File: src/rtl/data_sram_ctrl_if.sv
// Bundle of the EXE request, MEM response and split-transaction SRAM bus signals
// that pass through the data-SRAM access controller.
interface data_sram_ctrl_if;
  logic        exe_req_valid;
  logic        exe_req_wr;
  logic [1:0]  exe_req_size;
  logic [31:0] exe_req_addr;
  logic [3:0]  exe_req_wstrb;
  logic [31:0] exe_req_wdata;
  logic        exe_req_accept;
  logic        flush;
  logic        mem_resp_valid;
  logic [31:0] mem_resp_rdata;
  logic        mem_resp_ready;
  logic        data_sram_req;
  logic        data_sram_wr;
  logic [1:0]  data_sram_size;
  logic [31:0] data_sram_addr;
  logic [3:0]  data_sram_wstrb;
  logic [31:0] data_sram_wdata;
  logic        data_sram_addr_ok;
  logic        data_sram_data_ok;
  logic [31:0] data_sram_rdata;

  // Pipeline/SRAM environment side.
  modport master (
    output exe_req_valid, exe_req_wr, exe_req_size, exe_req_addr, exe_req_wstrb, exe_req_wdata,
    output flush, mem_resp_ready, data_sram_addr_ok, data_sram_data_ok, data_sram_rdata,
    input  exe_req_accept, mem_resp_valid, mem_resp_rdata,
    input  data_sram_req, data_sram_wr, data_sram_size, data_sram_addr, data_sram_wstrb,
    input  data_sram_wdata
  );

  // Controller side.
  modport slave (
    input  exe_req_valid, exe_req_wr, exe_req_size, exe_req_addr, exe_req_wstrb, exe_req_wdata,
    input  flush, mem_resp_ready, data_sram_addr_ok, data_sram_data_ok, data_sram_rdata,
    output exe_req_accept, mem_resp_valid, mem_resp_rdata,
    output data_sram_req, data_sram_wr, data_sram_size, data_sram_addr, data_sram_wstrb,
    output data_sram_wdata
  );
endinterface

File: src/rtl/data_sram_ctrl.sv
// Data-SRAM access controller: issues EXE requests on a req/addr_ok bus, tracks in-order
// outstanding transactions, buffers data_ok responses for MEM and drops flushed ones.
module data_sram_ctrl #(
  parameter int unsigned MAX_OUT = 2
) (
  input logic             clk,
  input logic             resetn,
  data_sram_ctrl_if.slave bus
);
  localparam int unsigned   CntW    = $clog2(MAX_OUT + 1);
  localparam int unsigned   PtrW    = (MAX_OUT > 1) ? $clog2(MAX_OUT) : 1;
  localparam logic [CntW:0] FullVal = (CntW + 1)'(MAX_OUT);
  localparam logic [PtrW-1:0] LastPtr = PtrW'(MAX_OUT - 1);

  logic [CntW-1:0] out_cnt_q, out_cnt_d;
  logic [CntW-1:0] disc_cnt_q, disc_cnt_d;
  logic [CntW-1:0] fifo_cnt_q, fifo_cnt_d;
  logic [PtrW-1:0] rd_ptr_q, rd_ptr_d;
  logic [PtrW-1:0] wr_ptr_q, wr_ptr_d;
  logic [31:0]     fifo_q [MAX_OUT];
  logic [31:0]     fifo_d [MAX_OUT];

  logic full, accept, dok, dropping, push, pop;

  function automatic logic [PtrW-1:0] ptr_inc(input logic [PtrW-1:0] p);
    return (p == LastPtr) ? '0 : p + PtrW'(1);
  endfunction

  assign full     = ({1'b0, out_cnt_q} + {1'b0, fifo_cnt_q}) == FullVal;
  assign dok      = bus.data_sram_data_ok;
  assign dropping = disc_cnt_q != '0;
  assign accept   = bus.data_sram_req & bus.data_sram_addr_ok;
  assign push     = dok & ~dropping & ~bus.flush;
  assign pop      = bus.mem_resp_valid & bus.mem_resp_ready & ~bus.flush;

  assign bus.data_sram_req   = resetn & bus.exe_req_valid & ~full & ~bus.flush;
  assign bus.data_sram_wr    = bus.exe_req_wr;
  assign bus.data_sram_size  = bus.exe_req_size;
  assign bus.data_sram_addr  = bus.exe_req_addr;
  assign bus.data_sram_wstrb = bus.exe_req_wstrb;
  assign bus.data_sram_wdata = bus.exe_req_wdata;
  assign bus.exe_req_accept  = accept;
  assign bus.mem_resp_valid  = fifo_cnt_q != '0;
  assign bus.mem_resp_rdata  = fifo_q[rd_ptr_q];

  always_comb begin
    out_cnt_d  = out_cnt_q + CntW'(accept) - CntW'(dok);
    disc_cnt_d = disc_cnt_q - CntW'(dok & dropping);
    fifo_cnt_d = fifo_cnt_q + CntW'(push) - CntW'(pop);
    rd_ptr_d   = pop  ? ptr_inc(rd_ptr_q) : rd_ptr_q;
    wr_ptr_d   = push ? ptr_inc(wr_ptr_q) : wr_ptr_q;
    fifo_d     = fifo_q;
    if (push) fifo_d[wr_ptr_q] = bus.data_sram_rdata;
    if (bus.flush) begin
      // Every still-outstanding transaction becomes a discard; already-discarded ones are
      // part of out_cnt too, and a data_ok in this cycle retires one of them either way.
      disc_cnt_d = out_cnt_q - CntW'(dok);
      fifo_cnt_d = '0;
      rd_ptr_d   = '0;
      wr_ptr_d   = '0;
    end
  end

  always_ff @(posedge clk) begin
    if (!resetn) begin
      out_cnt_q  <= '0;
      disc_cnt_q <= '0;
      fifo_cnt_q <= '0;
      rd_ptr_q   <= '0;
      wr_ptr_q   <= '0;
    end else begin
      out_cnt_q  <= out_cnt_d;
      disc_cnt_q <= disc_cnt_d;
      fifo_cnt_q <= fifo_cnt_d;
      rd_ptr_q   <= rd_ptr_d;
      wr_ptr_q   <= wr_ptr_d;
    end
  end

  // Payload storage needs no reset; validity is carried by fifo_cnt_q.
  always_ff @(posedge clk) begin
    fifo_q <= fifo_d;
  end
endmodule

File: src/flat_wrapper.sv
// flat-port wrapper written by rule: the top's interface ports become plain ports
module data_sram_ctrl_flat 
#(
  parameter int unsigned MAX_OUT = 2
)
  (clk, resetn, bus_exe_req_valid, bus_exe_req_wr, bus_exe_req_size, bus_exe_req_addr, bus_exe_req_wstrb, bus_exe_req_wdata, bus_flush, bus_mem_resp_ready, bus_data_sram_addr_ok, bus_data_sram_data_ok, bus_data_sram_rdata, bus_exe_req_accept, bus_mem_resp_valid, bus_mem_resp_rdata, bus_data_sram_req, bus_data_sram_wr, bus_data_sram_size, bus_data_sram_addr, bus_data_sram_wstrb, bus_data_sram_wdata);
  data_sram_ctrl_if bus_i ();
  input logic clk;
  input logic resetn;
  input wire logic [$bits(bus_i.exe_req_valid)-1:0] bus_exe_req_valid;
  input wire logic [$bits(bus_i.exe_req_wr)-1:0] bus_exe_req_wr;
  input wire logic [$bits(bus_i.exe_req_size)-1:0] bus_exe_req_size;
  input wire logic [$bits(bus_i.exe_req_addr)-1:0] bus_exe_req_addr;
  input wire logic [$bits(bus_i.exe_req_wstrb)-1:0] bus_exe_req_wstrb;
  input wire logic [$bits(bus_i.exe_req_wdata)-1:0] bus_exe_req_wdata;
  input wire logic [$bits(bus_i.flush)-1:0] bus_flush;
  input wire logic [$bits(bus_i.mem_resp_ready)-1:0] bus_mem_resp_ready;
  input wire logic [$bits(bus_i.data_sram_addr_ok)-1:0] bus_data_sram_addr_ok;
  input wire logic [$bits(bus_i.data_sram_data_ok)-1:0] bus_data_sram_data_ok;
  input wire logic [$bits(bus_i.data_sram_rdata)-1:0] bus_data_sram_rdata;
  output wire logic [$bits(bus_i.exe_req_accept)-1:0] bus_exe_req_accept;
  output wire logic [$bits(bus_i.mem_resp_valid)-1:0] bus_mem_resp_valid;
  output wire logic [$bits(bus_i.mem_resp_rdata)-1:0] bus_mem_resp_rdata;
  output wire logic [$bits(bus_i.data_sram_req)-1:0] bus_data_sram_req;
  output wire logic [$bits(bus_i.data_sram_wr)-1:0] bus_data_sram_wr;
  output wire logic [$bits(bus_i.data_sram_size)-1:0] bus_data_sram_size;
  output wire logic [$bits(bus_i.data_sram_addr)-1:0] bus_data_sram_addr;
  output wire logic [$bits(bus_i.data_sram_wstrb)-1:0] bus_data_sram_wstrb;
  output wire logic [$bits(bus_i.data_sram_wdata)-1:0] bus_data_sram_wdata;
  assign bus_i.exe_req_valid = bus_exe_req_valid;
  assign bus_i.exe_req_wr = bus_exe_req_wr;
  assign bus_i.exe_req_size = bus_exe_req_size;
  assign bus_i.exe_req_addr = bus_exe_req_addr;
  assign bus_i.exe_req_wstrb = bus_exe_req_wstrb;
  assign bus_i.exe_req_wdata = bus_exe_req_wdata;
  assign bus_i.flush = bus_flush;
  assign bus_i.mem_resp_ready = bus_mem_resp_ready;
  assign bus_i.data_sram_addr_ok = bus_data_sram_addr_ok;
  assign bus_i.data_sram_data_ok = bus_data_sram_data_ok;
  assign bus_i.data_sram_rdata = bus_data_sram_rdata;
  assign bus_exe_req_accept = bus_i.exe_req_accept;
  assign bus_mem_resp_valid = bus_i.mem_resp_valid;
  assign bus_mem_resp_rdata = bus_i.mem_resp_rdata;
  assign bus_data_sram_req = bus_i.data_sram_req;
  assign bus_data_sram_wr = bus_i.data_sram_wr;
  assign bus_data_sram_size = bus_i.data_sram_size;
  assign bus_data_sram_addr = bus_i.data_sram_addr;
  assign bus_data_sram_wstrb = bus_i.data_sram_wstrb;
  assign bus_data_sram_wdata = bus_i.data_sram_wdata;
  data_sram_ctrl #(.MAX_OUT(MAX_OUT)) u_core (.clk(clk), .resetn(resetn), .bus(bus_i));
endmodule
File: config.mk
export PLATFORM = sky130hd
export DESIGN_NAME = data_sram_ctrl_flat
export DESIGN_NICKNAME = d
export VERILOG_FILES = /design/src/rtl/data_sram_ctrl_if.sv /design/src/rtl/data_sram_ctrl.sv /design/src/flat_wrapper.sv
export SDC_FILE = /design/constraint.sdc
export NUM_CORES = 1
export LEC_CHECK = 0
export CAP_MARGIN = 25
export CORE_UTILIZATION = 37
export DETAILED_ROUTE_END_ITERATION = 10
export PLACE_DENSITY = 0.83
export SLEW_MARGIN = 10
export SYNTH_ARGS = -nofsm -noshare
export SYNTH_HDL_FRONTEND = slang
export SYNTH_SLANG_ARGS = --single-unit
export TNS_END_PERCENT = 30
File: constraint.sdc
create_clock -name clk -period 4.9 [get_ports clk]
set_input_delay 1.47 -clock clk [delete_from_list [all_inputs] [get_ports clk]]
set_output_delay 1.47 -clock clk [all_outputs]
set_load 0.02 [all_outputs]
======== After elaboration in Yosys (flattened, before gate mapping) ========
Index checks and enable logic that the tools add are counted.
W data, S select, Z words.
storage, ports and cells
  bits in registers ....................... 72
  bits of input ports ..................... 110
  output and inout bits ................... 106
  word-level logic and storage cells ...... 48
operators by class
  add/subtract/negate cells ............... 9
  $lt $le $gt $ge ......................... 3
  equality and inequality tests ........... 1
  mux-type cells .......................... 9
  bitwise operators ....................... 15
  reductions and logical operators ........ 4
operators with widths
  kind                   count
  $mux W32               4
  $bwmux W64             1
  $demux W32 S1          1
  $and A1 B1 Y1          9
  $sub A2 B1 Y2          3
  $add A2 B1 Y2          2
  $ge A2 B2 Y1 const B   2
  $not A1 Y1             4
  $not A1 Y2             2
  $reduce_bool A2 Y1     2
  $add A2 B2 Y3          1
  $eq A3 B2 Y1 const B   1
  $add A1 B1 Y1 const B  2
  $lt A2 B1 Y1 const B   1
  $mux W1                2
  $mux W2                1
  $reduce_or A2 Y1       1
  $sub A2 B2 Y2          1
  $logic_and A1 B1 Y1    1

======== Depth between registers and ports, before layout ========
  depth in word-level cells ............... 8
  gate-level depth with buffers ........... 9
  mapped depth without buffers ............ 9

======== Least setup slack after synthesis ========
Ideal clock, no wire load.
  path type ............................... in2reg
  from .................................... in bus_flush
  to ...................................... reg u_core.fifo_q[32] in the netlist's numbering (enable)
  library setup time ...................... 0.425 ns
  data arrival time ....................... 3.418 ns
  required time ........................... 4.475 ns
  slack ................................... 1.057 ns
  cell stages on the path ................. 3
  cell sequence ........................... buf_6 nor4b_4 nor2b_1
on the way
  longest elaborated chain between the ends .. 2
RTL lines
  element               line                  RTL
  from (decl)           flat_wrapper.sv:16    input wire logic [$bits(bus_i.flush)-1:0] bus_flush;
  $not A1 Y1            data_sram_ctrl.sv:33  assign push = dok & ~dropping & ~bus.flush;
  $and A1 B1 Y1         data_sram_ctrl.sv:33
  via u_core.push       data_sram_ctrl.sv:23  logic full, accept, dok, dropping, push, pop;
  to (signal assigned)  data_sram_ctrl.sv:82  fifo_q <= fifo_d;
  to (decl)             data_sram_ctrl.sv:20  logic [31:0] fifo_q [MAX_OUT];
The timed path passes the listed nets, and every way through them passes these cells.
A chain may end at the register's enable or synchronous reset.

======== Worst setup path after layout ========
  from .................................... in resetn
  to ...................................... out bus_exe_req_accept
on the way
  longest elaborated chain between the ends .. 4
RTL lines
  element                     line                  RTL
  from (decl)                 flat_wrapper.sv:9     input logic resetn;
  $and A1 B1 Y1 (3 in a row)  data_sram_ctrl.sv:36  assign bus.data_sram_req = resetn & bus.exe_req_valid & ~full & ~bus.flush;
  $and A1 B1 Y1               data_sram_ctrl.sv:32  assign accept = bus.data_sram_req & bus.data_sram_addr_ok;
  to (decl)                   flat_wrapper.sv:21    output wire logic [$bits(bus_i.exe_req_accept)-1:0] bus_exe_req_accept;
No other way between the ends.

==> results.md <==
- STA classifies the critical path startpoint as a primary input.
- The total global-route track usage is 15.60%.
- The total detailed-routing wirelength is approximately 7600 µm.
- The fraction of power consumed by the clock network is ~32%.
- For this run, the number of Yosys warnings is 0.
- In this run, synthesis produced a sequential element count of 72.
- Clock tree synthesis found a total of 72 sinks.
- Synthesis produced a netlist whose cell count is 224.
- The total negative setup slack is 0 ps.
- The layout net count is between 300 and 400.
- Synthesis produced a netlist with a net count of about 340.
- After synthesis, the cell types taking the most area are sky130_fd_sc_hd__edfxtp_1 (56%), sky130_fd_sc_hd__buf_4 (16%), sky130_fd_sc_hd__mux2_2 (11%).
- The compound-gate portion of the synthesized area is 0.5509%.
- Of the post-synthesis cell area, the part taken by muxes is 11.46%.
- 0 antenna diodes ended up in the layout.
- The wire length per cell is 21.76 µm.
- At the end of routability-driven placement, the weighted congestion stood at 0.8392.
- In the routed design, unresolved DRC markers number 18.
- In this run the most critical hold path is launched from u_core.wr_ptr_q.
- Internal power comes to approximately 980 µW.
- The worst setup slack for register-to-register paths is 2570 ps.
- The number of global-route vias before repair is 1,738.
- The final setup violation count is 0.
- After synthesis, the largest family of logic cells by area is buffers and inverters.
- The first global-routing pass estimated 10,830 µm of wire.
- Counting the buffers created by CTS gives 9.
- Compared with the post-synthesis result, the final layout area differs by 15.13%.
- The final reports fail on DRC.
- In this run the tool buffered the top-level ports with 73 buffer cells.
- The biggest fanout along the worst timing path is 10.
- For this run, the top clock speed supported by timing is about 220 MHz.
- The final-layout fill cell count is approximately 740.
- The transition time at the pin with the least slew margin is 937.0 ps.
- Sequential cells burn 54.5% of the power.
- The synthesized netlist devotes under 10% of its cell area to simple gates.
- The H-tree was split into 3 levels.
- The area share of the largest cell type after synthesis is a little under three fifths.
- By startpoint and endpoint, the worst setup path is classified as primary input to primary output.
- The timing endpoint of the critical path is bus_exe_req_accept.
- Data arrives at the worst endpoint at about 3200 ps.
- The placement row count is 34.
- The final hold violation count is 0.
- The number of placed instances, taps included is 332.
- Of the total power, the share spent switching nets is 24.85%.
- The leading area contributor after synthesis is sky130_fd_sc_hd__edfxtp_1.
- The number of antenna violations at the first check in global routing is 0.
- Clock-pin slew was measured on the worst setup and hold paths at 70 ps.
- The sum of net half-perimeters after detailed placement is around 5700 µm.
- The worst hold path belongs to the class flop to flop.
- For this run the aggregate overflow at the end of global routing stands at 0.
- On the final layout, the worst clock skew is roughly 10 ps.
- The master cell of the clock root buffer is sky130_fd_sc_hd__clkbuf_8.
- The run finished, with violations left.
- The number of max-slew violations in the final report is 0.
- After clock tree synthesis, the setup repair step added 0 buffers.
- Measured against its own limit, the worst slew margin works out to between 30% and 40%.
- The core area is 8806 µm².
- The worst path in the final design needs a cycle of 4644 ps, including I/O delays and setup.
- The critical path starts at resetn.
- The worst reg2reg path endpoint is u_core.out_cnt_q[1].
- The hold slack is 541.5 ps.
- The worst register-to-register path has a depth of 9.
- The clock tree from TritonCTS is yes.
- The quantity of gates resized following cts is 0.
- The sequential share of the synthesized area is between 60% and 70%.
- Pin placement for this block handled around 220 I/O pins.
- The post-detailed-route count of antenna-violating nets is 0.
- Measured on the finished design, the core utilization comes to between 40% and 50%.
- Dividing the detail-routed via count by the number of cells gives 4.761.
- The first detailed-routing pass ran for 7 iterations.
- The final worst-path cycle share is 94.77%.
- For this design, the CTS-stage hold fixing added 0 buffers.
- The adder-cell share of the synthesized area is 3.158%.
- The worst setup path is captured at a primary output.
- The leakage power figure is ~0.0013 µW.
- In this run the critical register-to-register path is launched from u_core.fifo_cnt_q[0].
- The source-to-sink clock delay at the later pin of the worst-skew pair is 350 ps.
- The final standard cell area without fillers is roughly 3900 µm².
- The floorplan step defined a die boundary enclosing 9596 µm².
- For this configuration, the core starts out at a cell density of 38.69%.
- The number of vias after detailed routing is around 1,700.
- The maximum number of pins on one net before global-route repair is 33.
- Excluding fillers, the count of instances in the completed layout stands at roughly 350.
- After detailed placement, the total cell area comes to 3744 µm².
- Setup repair after global routing left no endpoint under its margin.
- The maximum buffer depth of the clock tree is 2.
- Measured along the y axis, the die boundary spans 97.96 µm.
- The reported net switching power is 325.3 µW.
- The die is 97.96 µm wide.
- The ratio of total power to cell area is ~330 nW/µm².
- The fraction of final layout cells sized beyond drive strength 1 is approximately 22%.
- The number of violations reported at the end of detailed-routing iteration 0 is 56.
- The count of different cell masters after synthesis is 27.
- The xor/xnor cell area share of the yosys netlist is 1.836%.
- The worst vdd rail ir drop is ~220 µV.
- In this run the mean area of a mapped cell was 15.21 µm².
- The data required time of the worst path is 3430 ps.
- The area of the mapped netlist is 3407 µm².
- Combinational logic burns 13.1% of the power.
- The tool flagged a number of max-cap violations equal to 0.
[Yosys cell counts]
| cell | instances |
|---|---|
| sky130_fd_sc_hd__and2_1 | 4 |
| sky130_fd_sc_hd__and3_1 | 1 |
| sky130_fd_sc_hd__and4_1 | 1 |
| sky130_fd_sc_hd__buf_2 | 1 |
| sky130_fd_sc_hd__buf_4 | 74 |
| sky130_fd_sc_hd__buf_6 | 1 |
| sky130_fd_sc_hd__dfxtp_1 | 8 |
| sky130_fd_sc_hd__edfxtp_1 | 64 |
| sky130_fd_sc_hd__fa_1 | 1 |
| sky130_fd_sc_hd__ha_1 | 7 |
| sky130_fd_sc_hd__inv_1 | 5 |
| sky130_fd_sc_hd__mux2_2 | 32 |
| sky130_fd_sc_hd__mux2i_1 | 3 |
| sky130_fd_sc_hd__nand2_1 | 1 |
| sky130_fd_sc_hd__nand3b_1 | 2 |
| sky130_fd_sc_hd__nand4_1 | 1 |
| sky130_fd_sc_hd__nor2_1 | 2 |
| sky130_fd_sc_hd__nor2b_1 | 3 |
| sky130_fd_sc_hd__nor4b_4 | 1 |
| sky130_fd_sc_hd__o21a_1 | 1 |
| sky130_fd_sc_hd__o21ai_0 | 1 |
| sky130_fd_sc_hd__o22ai_1 | 1 |
| sky130_fd_sc_hd__or2_2 | 1 |
| sky130_fd_sc_hd__or2b_1 | 1 |
| sky130_fd_sc_hd__or3b_1 | 3 |
| sky130_fd_sc_hd__xnor2_1 | 2 |
| sky130_fd_sc_hd__xnor3_1 | 2 |
[registers in the layout (all words and copies together), names as in the netlist]
name,cells
u_core.wr_ptr_q,1
u_core.rd_ptr_q,1
u_core.fifo_cnt_q,2
u_core.disc_cnt_q,2
u_core.out_cnt_q,2
u_core.fifo_q,64
[stage by stage]
step	setup slack, ps	total power [µW]
floorplan	1057	896.4
global placement	308.2	894.5
detailed placement	247.0	900.3
CTS	247.9	1320
global route	141.0	1361
finish	256.4	1309
[cell usage in the layout (no fill, tap or decap), types with 2 or more instances in the layout]
| master | instances |
|---|---|
| sky130_fd_sc_hd__edfxtp_1 | 64 |
| sky130_fd_sc_hd__or3b_1 | 3 |
| sky130_fd_sc_hd__mux2_2 | 32 |
| sky130_fd_sc_hd__dfxtp_1 | 8 |
| sky130_fd_sc_hd__inv_1 | 5 |
| sky130_fd_sc_hd__clkinvlp_4 | 3 |
| sky130_fd_sc_hd__nor2b_1 | 2 |
| sky130_fd_sc_hd__mux2i_1 | 3 |
| sky130_fd_sc_hd__and2_1 | 4 |
| sky130_fd_sc_hd__buf_4 | 2 |
| sky130_fd_sc_hd__ha_1 | 7 |
| sky130_fd_sc_hd__xnor2_1 | 2 |
| sky130_fd_sc_hd__xnor3_1 | 2 |
| sky130_fd_sc_hd__clkbuf_8 | 9 |
| sky130_fd_sc_hd__nand3b_1 | 2 |
| sky130_fd_sc_hd__nor2_1 | 2 |
| sky130_fd_sc_hd__clkdlybuf4s50_1 | 73 |
[area by class of cell]
| cell class | instances | area, µm² | share of cell area (%) |
|---|---|---|---|
| sequential | 72 | 2082 | 53.08 |
| inverter | 5 | 18.77 | 0.4785 |
| multi-input combinational | 71 | 742.0 | 18.92 |
| clock buffer | 9 | 123.9 | 3.158 |
| timing repair buffer | 76 | 765.7 | 19.52 |
| clock inverter | 7 | 55.05 | 1.404 |
| tap | 108 | 135.1 | 3.445 |
[critical path, cell delays in order]
cell	delay [ps]
sky130_fd_sc_hd__clkdlybuf4s50_1	620
sky130_fd_sc_hd__nor2b_1	260
sky130_fd_sc_hd__and4_1	220
sky130_fd_sc_hd__clkdlybuf4s50_1	610
[metal layers]
metal	vias up	routed length [µm]	part of all wire, %	track usage [%]
li1	748	-	-	-
met1	766	2202	29	13.23
met2	123	3864	51	26.92
met3	20	1323	17	10.88
met4	0	183	2.4	8.392
met5	-	0	0	0
[power by group through the flow]
| stage | clock network [µW] | logic [µW] | registers [µW] |
|---|---|---|---|
| floorplan | 0 | 173 | 724 |
| global placement | 0 | 169 | 725 |
| detailed placement | 0 | 173 | 727 |
| CTS | 433 | 174 | 713 |
| global route | 458 | 186 | 717 |
| finish | 424 | 172 | 713 |
[worst min-delay path by stage]
stage	depth (start not counted)	slack [ps]	endpoint
floorplan	2	480	u_core.wr_ptr_q
global placement	2	530	u_core.wr_ptr_q
detailed placement	2	540	u_core.wr_ptr_q
CTS	2	550	u_core.wr_ptr_q
global route	2	600	u_core.wr_ptr_q
finish	2	540	u_core.wr_ptr_q
[cell families after synthesis]
group | count (synthesis)
compound gates | 3
xor+xnor | 4
fa+ha+maj | 8
buf+inv | 81
flops | 72
mux | 35
simple gates | 21
(Power assumes the default switching activity.)
